==> src/rtl/cvp14_mem_seq_if.sv <==
// Bundle of fetch, vector-op, register-file and memory-port signals for cvp14_mem_seq.
// The sequencer connects through the slave modport; its environment uses master.
interface cvp14_mem_seq_if #(
    parameter int VLEN = 16,
    parameter int AW   = 16
);
    logic                 fetch_req;
    logic [AW-1:0]        fetch_addr;
    logic                 fetch_grant;
    logic                 instr_valid;
    logic [15:0]          instr;

    logic                 op_start;
    logic                 op_store;
    logic [AW-1:0]        op_base;
    logic [2:0]           op_vreg;
    logic [VLEN*16-1:0]   st_data;
    logic                 op_busy;
    logic                 op_done;

    logic                 vrf_wr_en;
    logic [2:0]           vrf_wr_dst;
    logic [VLEN*16-1:0]   vrf_wr_data;

    logic [AW-1:0]        mem_addr;
    logic                 mem_rd;
    logic                 mem_wr;
    logic [15:0]          mem_wdata;
    logic [15:0]          mem_rdata;

    modport slave (
        input  fetch_req, fetch_addr, op_start, op_store, op_base, op_vreg, st_data, mem_rdata,
        output fetch_grant, instr_valid, instr, op_busy, op_done,
               vrf_wr_en, vrf_wr_dst, vrf_wr_data, mem_addr, mem_rd, mem_wr, mem_wdata
    );

    modport master (
        output fetch_req, fetch_addr, op_start, op_store, op_base, op_vreg, st_data, mem_rdata,
        input  fetch_grant, instr_valid, instr, op_busy, op_done,
               vrf_wr_en, vrf_wr_dst, vrf_wr_data, mem_addr, mem_rd, mem_wr, mem_wdata
    );
endinterface

==> src/rtl/cvp14_mem_seq.sv <==
// Single-port memory sequencer: instruction fetches plus element-serial vector load/store.
// Memory read data returns one cycle after mem_rd, so loads finish with a one-cycle drain.
module cvp14_mem_seq #(
    parameter int VLEN = 16,
    parameter int AW   = 16
) (
    input  logic            Clk1,
    input  logic            Reset,
    cvp14_mem_seq_if.slave  bus
);
    localparam int            CW   = (VLEN > 1) ? $clog2(VLEN) : 1;
    localparam int            VW   = VLEN * 16;
    localparam logic [CW-1:0] LAST = CW'(VLEN - 1);

    typedef enum logic [2:0] {
        IDLE, FETCH, FWAIT, LOAD, DRAIN, WB, STORE, DONE
    } state_t;

    state_t         state;
    logic [CW-1:0]  cnt;
    logic [AW-1:0]  base_q;
    logic [2:0]     vreg_q;
    logic [VW-1:0]  st_q;
    logic [VW-1:0]  vec_q;

    logic           mem_rd_q;
    logic           mem_wr_q;
    logic [AW-1:0]  mem_addr_q;
    logic [15:0]    mem_wdata_q;
    logic           instr_valid_q;
    logic           op_done_q;
    logic           vrf_wr_en_q;

    logic [CW-1:0]  cnt_nxt;
    logic [CW-1:0]  cnt_prev;
    logic [AW-1:0]  addr_nxt;

    assign cnt_nxt  = cnt + 1'b1;
    assign cnt_prev = cnt - 1'b1;
    assign addr_nxt = base_q + AW'(cnt_nxt);

    // Grant is the only combinational handshake; an op in the same cycle wins.
    assign bus.fetch_grant = (state == IDLE) && bus.fetch_req && !bus.op_start && !Reset;

    assign bus.op_busy     = (state != IDLE);
    assign bus.op_done     = op_done_q;
    assign bus.mem_rd      = mem_rd_q;
    assign bus.mem_wr      = mem_wr_q;
    assign bus.mem_addr    = mem_addr_q;
    assign bus.mem_wdata   = mem_wdata_q;
    assign bus.instr_valid = instr_valid_q;
    assign bus.instr       = instr_valid_q ? bus.mem_rdata : 16'h0000;
    assign bus.vrf_wr_en   = vrf_wr_en_q;
    assign bus.vrf_wr_dst  = vrf_wr_en_q ? vreg_q : 3'd0;
    assign bus.vrf_wr_data = vrf_wr_en_q ? vec_q : '0;

    always_ff @(posedge Clk1) begin
        if (Reset) begin
            state         <= IDLE;
            cnt           <= '0;
            base_q        <= '0;
            vreg_q        <= '0;
            st_q          <= '0;
            vec_q         <= '0;
            mem_rd_q      <= 1'b0;
            mem_wr_q      <= 1'b0;
            mem_addr_q    <= '0;
            mem_wdata_q   <= '0;
            instr_valid_q <= 1'b0;
            op_done_q     <= 1'b0;
            vrf_wr_en_q   <= 1'b0;
        end else begin
            case (state)
                IDLE: begin
                    if (bus.op_start) begin
                        base_q     <= bus.op_base;
                        vreg_q     <= bus.op_vreg;
                        cnt        <= '0;
                        mem_addr_q <= bus.op_base;
                        if (bus.op_store) begin
                            st_q        <= bus.st_data;
                            mem_wr_q    <= 1'b1;
                            mem_wdata_q <= bus.st_data[15:0];
                            state       <= STORE;
                        end else begin
                            mem_rd_q <= 1'b1;
                            state    <= LOAD;
                        end
                    end else if (bus.fetch_req) begin
                        // mem_addr_q doubles as the latched fetch address
                        mem_addr_q <= bus.fetch_addr;
                        mem_rd_q   <= 1'b1;
                        state      <= FETCH;
                    end
                end
                FETCH: begin
                    mem_rd_q      <= 1'b0;
                    mem_addr_q    <= '0;
                    instr_valid_q <= 1'b1;
                    state         <= FWAIT;
                end
                FWAIT: begin
                    instr_valid_q <= 1'b0;
                    state         <= IDLE;
                end
                LOAD: begin
                    // Data arriving now belongs to the previous cycle's read.
                    if (cnt != '0) begin
                        vec_q[{cnt_prev, 4'b0000} +: 16] <= bus.mem_rdata;
                    end
                    if (cnt == LAST) begin
                        mem_rd_q   <= 1'b0;
                        mem_addr_q <= '0;
                        state      <= DRAIN;
                    end else begin
                        cnt        <= cnt_nxt;
                        mem_addr_q <= addr_nxt;
                    end
                end
                DRAIN: begin
                    vec_q[VW-16 +: 16] <= bus.mem_rdata;
                    vrf_wr_en_q        <= 1'b1;
                    op_done_q          <= 1'b1;
                    state              <= WB;
                end
                WB: begin
                    vrf_wr_en_q <= 1'b0;
                    op_done_q   <= 1'b0;
                    state       <= IDLE;
                end
                STORE: begin
                    if (cnt == LAST) begin
                        mem_wr_q    <= 1'b0;
                        mem_addr_q  <= '0;
                        mem_wdata_q <= '0;
                        op_done_q   <= 1'b1;
                        state       <= DONE;
                    end else begin
                        cnt         <= cnt_nxt;
                        mem_addr_q  <= addr_nxt;
                        mem_wdata_q <= st_q[{cnt_nxt, 4'b0000} +: 16];
                    end
                end
                DONE: begin
                    op_done_q <= 1'b0;
                    state     <= IDLE;
                end
                default: state <= IDLE;
            endcase
        end
    end
endmodule

==> src/flat_wrapper.sv <==
// flat-port wrapper written by rule: the top's interface ports become plain ports
module cvp14_mem_seq_flat 
#(
    parameter int VLEN = 16,
    parameter int AW   = 16
)
  (Clk1, Reset, bus_fetch_req, bus_fetch_addr, bus_op_start, bus_op_store, bus_op_base, bus_op_vreg, bus_st_data, bus_mem_rdata, bus_fetch_grant, bus_instr_valid, bus_instr, bus_op_busy, bus_op_done, bus_vrf_wr_en, bus_vrf_wr_dst, bus_vrf_wr_data, bus_mem_addr, bus_mem_rd, bus_mem_wr, bus_mem_wdata);
  cvp14_mem_seq_if #(.VLEN(VLEN), .AW(AW)) bus_i ();
  input  logic Clk1;
  input  logic Reset;
  input wire logic [$bits(bus_i.fetch_req)-1:0] bus_fetch_req;
  input wire logic [$bits(bus_i.fetch_addr)-1:0] bus_fetch_addr;
  input wire logic [$bits(bus_i.op_start)-1:0] bus_op_start;
  input wire logic [$bits(bus_i.op_store)-1:0] bus_op_store;
  input wire logic [$bits(bus_i.op_base)-1:0] bus_op_base;
  input wire logic [$bits(bus_i.op_vreg)-1:0] bus_op_vreg;
  input wire logic [$bits(bus_i.st_data)-1:0] bus_st_data;
  input wire logic [$bits(bus_i.mem_rdata)-1:0] bus_mem_rdata;
  output wire logic [$bits(bus_i.fetch_grant)-1:0] bus_fetch_grant;
  output wire logic [$bits(bus_i.instr_valid)-1:0] bus_instr_valid;
  output wire logic [$bits(bus_i.instr)-1:0] bus_instr;
  output wire logic [$bits(bus_i.op_busy)-1:0] bus_op_busy;
  output wire logic [$bits(bus_i.op_done)-1:0] bus_op_done;
  output wire logic [$bits(bus_i.vrf_wr_en)-1:0] bus_vrf_wr_en;
  output wire logic [$bits(bus_i.vrf_wr_dst)-1:0] bus_vrf_wr_dst;
  output wire logic [$bits(bus_i.vrf_wr_data)-1:0] bus_vrf_wr_data;
  output wire logic [$bits(bus_i.mem_addr)-1:0] bus_mem_addr;
  output wire logic [$bits(bus_i.mem_rd)-1:0] bus_mem_rd;
  output wire logic [$bits(bus_i.mem_wr)-1:0] bus_mem_wr;
  output wire logic [$bits(bus_i.mem_wdata)-1:0] bus_mem_wdata;
  assign bus_i.fetch_req = bus_fetch_req;
  assign bus_i.fetch_addr = bus_fetch_addr;
  assign bus_i.op_start = bus_op_start;
  assign bus_i.op_store = bus_op_store;
  assign bus_i.op_base = bus_op_base;
  assign bus_i.op_vreg = bus_op_vreg;
  assign bus_i.st_data = bus_st_data;
  assign bus_i.mem_rdata = bus_mem_rdata;
  assign bus_fetch_grant = bus_i.fetch_grant;
  assign bus_instr_valid = bus_i.instr_valid;
  assign bus_instr = bus_i.instr;
  assign bus_op_busy = bus_i.op_busy;
  assign bus_op_done = bus_i.op_done;
  assign bus_vrf_wr_en = bus_i.vrf_wr_en;
  assign bus_vrf_wr_dst = bus_i.vrf_wr_dst;
  assign bus_vrf_wr_data = bus_i.vrf_wr_data;
  assign bus_mem_addr = bus_i.mem_addr;
  assign bus_mem_rd = bus_i.mem_rd;
  assign bus_mem_wr = bus_i.mem_wr;
  assign bus_mem_wdata = bus_i.mem_wdata;
  cvp14_mem_seq #(.VLEN(VLEN), .AW(AW)) u_core (.Clk1(Clk1), .Reset(Reset), .bus(bus_i));
endmodule
==> config.mk <==
export PLATFORM = sky130hd
export DESIGN_NAME = cvp14_mem_seq_flat
export DESIGN_NICKNAME = d
export VERILOG_FILES = /design/src/rtl/cvp14_mem_seq_if.sv /design/src/rtl/cvp14_mem_seq.sv /design/src/flat_wrapper.sv
export SDC_FILE = /design/constraint.sdc
export NUM_CORES = 1
export LEC_CHECK = 0
export CAP_MARGIN = 5
export CORE_MARGIN = 3
export CORE_UTILIZATION = 45
export DETAILED_ROUTE_END_ITERATION = 10
export HOLD_SLACK_MARGIN = 0.02
export PLACE_DENSITY_LB_ADDON = 0.12
export SYNTH_ARGS = -nofsm -noshare
export SYNTH_HDL_FRONTEND = slang
export SYNTH_SLANG_ARGS = --single-unit
==> constraint.sdc <==
create_clock -name Clk1 -period 3.3 [get_ports Clk1]
set_input_delay 0.825 -clock Clk1 [delete_from_list [all_inputs] [get_ports Clk1]]
set_output_delay 0.825 -clock Clk1 [all_outputs]
set_load 0.02 [all_outputs]
==> flow_summary_export.csv <==
group,metric,value,unit
grt,gr-usage-all-layers,0.286,
setup_path,r2r-start,"u_core.cnt[0]",
synth,yosysTopAreaCell,"sky130_fd_sc_hd__dfxtp_1",
routing,totalWireLength,89300,µm
synth,postSynth.asyncResetShare,0,
worst_hold_path,min-delay-start,"u_core.vec_q[9]",
layout,multi_input_comb_area,0.0132,mm²
synth,synthMostInstantiatedCell,"sky130_fd_sc_hd__nand2_1",
setup_path,r2r_slack,250,ps
layout,stdcell_count,4295,
layout,fillers,4760,
pwr,power.density,494,mW/mm²
clocking,cts_tree,"done",
sta,max_freq,0.314,GHz
synth,synth.yosys.warnings,0,
setup_path,crit_required,2470,ps
clocking,worst_setup_hold_path_clk_slew,60,ps
routing,drt-pass1-iter-count,7,
synth,synthesis.area,0.0257,mm²
pwr,internal_power,0.0127,W
synth,postSynthCellCount,2981,
synth,synth_top_family_by_area,"simple AND/OR/NAND/NOR gates",
place,portBuffers,625,
synth,yosys-mux-area-fraction,0.153,
setup_path,crit_path_max_fanout,126,
pwr,worst_ir_drop_vdd,0.000399,V
grt,grt_pass1_vias,23100,
sta,timing.final.setup_violations,0,
worst_hold_path,holdPathEnd,"u_core.vec_q[9]",
layout,area_growth,35.6,%
sta,setup_tns,0,ps
layout,final_layout_size_suffix_gt1_frac,0.0939,
worst_hold_path,timing.hold.worst.class,"flop to flop",
synth,postSynthAreaPerCell,8.62,µm²
sta,max_slew.worst_pin.slew,1280,ps
place,dp_cells,4178,
layout,final_net_count,3813,
synth,synthTopCellsByArea,"sky130_fd_sc_hd__dfxtp_1 45%, sky130_fd_sc_hd__nand2_1 12%, sky130_fd_sc_hd__mux2i_1 8.0%",
sta,max_clock_skew,25.3,ps
setup_path,worst_setup_path_end_kind,"output pin",
setup_path,cpPeakStageDelay,680,ps
grt,grt.overflow.total,0,
clocking,clock_tree.root_cell,"sky130_fd_sc_hd__clkbuf_16",
synth,yosys-top-cells-count,"832 x sky130_fd_sc_hd__nand2_1, 575 x sky130_fd_sc_hd__dfxtp_1, 316 x sky130_fd_sc_hd__a21oi_1",
sta,post-route-period-util,0.965,
clocking,clock_path_buffers,3,
setup_path,worst-r2r-cell-count,7,
setup_path,crit-reg2reg-capture,"u_core.vec_q[79]",
synth,number_of_nets_in_the_synthesized_netlist,3304,
routing,first_iter_violations,1798,
sta,layout_setup_ws,115,ps
routing,avgViaCountPerCell,5.49,
outcome,run_status,"finished clean",
die,io-pin-count,626,
job,max-cap-violations,0,
die,design.die.area,0.0600,mm²
layout,layout.core_utilization,0.625,
synth,netlist_cell_types,64,
clocking,cts-hold-fix-buffers,0,
grt,antenna_violations_before_repair,13,
place,place_congestion,0.899,
synth,synth_simple_gate_area_share,0.238,
routing,drt-wirelength-per-cell,20.8,µm
sta,report.final.slew_viol_count,0,
pwr,p_comb_frac,0.146,
clocking,worstSkewPairLatency,620,ps
die,fp_rows,86,
synth,synth_ff_type,"sky130_fd_sc_hd__dfxtp_1",
die,initial_utilization,0.461,
routing,drtAntennaViolNets,0,
synth,synth-adder-area-share,0.00565,
pwr,clock_power_share,0.421,
routing,remaining_drc_errors,0,
die,die_x,245,µm
setup_path,worstPathCellList,"buf_12, and2_1, clkdlybuf4s50_1",
sta,rsz0062_at_grt,"false",
sta,slew_headroom,0.147,
clocking,postCtsSetupRepairBufs,0,
die,chipHeight,245,µm
place,post-dp-hpwl,65500,µm
clocking,ctsResizeCount,1,
clocking,cts_max_level,2,
setup_path,critPathKind,"flop to output pin",
pwr,total_leakage_power,13.4,nW
worst_hold_path,number_of_cells_on_the_worst_hold_path,2,
synth,share_of_the_synthesized_area_in_the_top_cell_type,0.448,
clocking,numCtsBuffers,58,
setup_path,critPathSlowestCell,"sky130_fd_sc_hd__clkdlybuf4s50_1",
sta,timing.final.crit_period,3180,ps
sta,finalHoldViolCount,0,
routing,via_count,23600,
pwr,netSwitchingPower,0.00448,W
setup_path,crit_path_dat,2360,ps
sta,hold_ws,451,ps
layout,layout.area.seq,0.0115,mm²
grt,maximum_number_of_pins_on_one_net_before_global_route_repair,158,
synth,synth_sequential_area_ratio,0.448,
place,pre_cts_slack,131,ps
grt,global_route_wire_length_before_repair,134000,µm
pwr,switching_share,0.261,
synth,compound_gate_fraction_of_synth_area,0.110,
synth,synth_xor_xnor_area_share,0.00477,
synth,post_synth_edffs,0,
synth,ys_ff_latch,575,
pwr,seq_power_share,0.433,
setup_path,start_kind,"flop",
clocking,numClockSinks,575,
die,floorplan_core_area,0.0557,mm²
area by class of cell:
class,instances,share of cell area
clock buffers,79,0.0480
diodes,10,0.000718
multi-input cells,2147,0.379
well taps,748,0.0269
repair buffers,699,0.201
flip-flops and latches,575,0.331
clock inverters,28,0.0126
inverters,9,0.00119
power by group through the flow:
stage	Sequential [W]	Combinational, W	Clock [W]
floorplan	0.00761	0.00128	0
global placement	0.00758	0.00247	0
detailed placement	0.00759	0.00250	0
CTS	0.00744	0.00251	0.00734
global route	0.00748	0.00271	0.00760
finish	0.00745	0.00251	0.00724
layout by cell type (no fill, tap or decap), types with 5 or more instances in the layout:
| cell | count |
|---|---|
| sky130_fd_sc_hd__a211oi_1 | 8 |
| sky130_fd_sc_hd__a21oi_1 | 315 |
| sky130_fd_sc_hd__a311oi_1 | 6 |
| sky130_fd_sc_hd__a31o_2 | 29 |
| sky130_fd_sc_hd__a31oi_1 | 20 |
| sky130_fd_sc_hd__and2_1 | 280 |
| sky130_fd_sc_hd__and3_1 | 21 |
| sky130_fd_sc_hd__buf_12 | 14 |
| sky130_fd_sc_hd__buf_4 | 60 |
| sky130_fd_sc_hd__bufinv_16 | 11 |
| sky130_fd_sc_hd__clkbuf_1 | 8 |
| sky130_fd_sc_hd__clkbuf_16 | 59 |
| sky130_fd_sc_hd__clkbuf_8 | 12 |
| sky130_fd_sc_hd__clkdlybuf4s50_1 | 624 |
| sky130_fd_sc_hd__clkinv_2 | 10 |
| sky130_fd_sc_hd__dfxtp_1 | 573 |
| sky130_fd_sc_hd__diode_2 | 10 |
| sky130_fd_sc_hd__ha_1 | 9 |
| sky130_fd_sc_hd__inv_1 | 7 |
| sky130_fd_sc_hd__mux2_2 | 37 |
| sky130_fd_sc_hd__mux2i_1 | 206 |
| sky130_fd_sc_hd__mux4_2 | 64 |
| sky130_fd_sc_hd__nand2_1 | 831 |
| sky130_fd_sc_hd__nand2b_1 | 6 |
| sky130_fd_sc_hd__nand3_1 | 45 |
| sky130_fd_sc_hd__nand4_1 | 6 |
| sky130_fd_sc_hd__nand4_4 | 5 |
| sky130_fd_sc_hd__nor2_1 | 61 |
| sky130_fd_sc_hd__nor3_1 | 8 |
| sky130_fd_sc_hd__nor4_1 | 32 |
| sky130_fd_sc_hd__o211a_1 | 7 |
| sky130_fd_sc_hd__o21ai_0 | 55 |
| sky130_fd_sc_hd__o221ai_1 | 20 |
| sky130_fd_sc_hd__xnor2_1 | 9 |
logic make-up (layout without fill, tap and decap cells):
logic type | after synthesis | after routing
fa+ha+maj | 11 | 11
buf+inv | 259 | 815
mux | 307 | 307
other cells | 0 | 10
xor+xnor | 14 | 14
simple gates | 1328 | 1328
flops | 575 | 575
compound gates | 487 | 487
sequential cells by signal, indices dropped and copies added (netlist names):
name	count
u_core.vec_q	256
u_core.bus.op_done	1
u_core.bus.mem_addr	16
u_core.bus.mem_wdata	16
u_core.bus.mem_wr	1
u_core.st_q	256
u_core.state	3
u_core.bus.vrf_wr_en	1
u_core.vreg_q	3
u_core.cnt	4
u_core.bus.instr_valid	1
u_core.bus.mem_rd	1
u_core.base_q	16
worst max-delay path, delay by kind of cell, from the launching register on:
family / cells / cell delay (ps)
flip-flops: 1 / 410
buffers and inverters: 2 / 1010
AND/OR/NAND/NOR: 1 / 240
per-stage QoR:
step / area [µm²] / power (W)
floorplan: 25700 / 0.00889
global placement: 32700 / 0.0100
detailed placement: 32700 / 0.0101
CTS: 34800 / 0.0173
global route: 34800 / 0.0178
finish: 34800 / 0.0172
worst max-delay path by stage:
stage | start | end | slack, ps | cells after the start
floorplan | u_core.cnt[0] | u_core.bus.mem_wdata[4] | 10 | 11
global placement | bus_mem_rdata[14] | bus_instr[14] | 140 | 3
detailed placement | bus_mem_rdata[14] | bus_instr[14] | 130 | 3
CTS | u_core.state[0] | bus_fetch_grant | 20 | 4
global route | u_core.cnt[0] | u_core.vec_q[76] | 0.2 | 7
finish | u_core.bus.vrf_wr_en | bus_vrf_wr_data[1] | 120 | 3
routing by layer:
metal  vias up  wire (µm)  track usage
met1     11300      34300        0.332
met2       942      44600        0.509
met4         4       4100        0.128
met5         -         27            0
met3       179       6340       0.0575
li1      11200          -            -
Power figures use the tool's default switching activity.
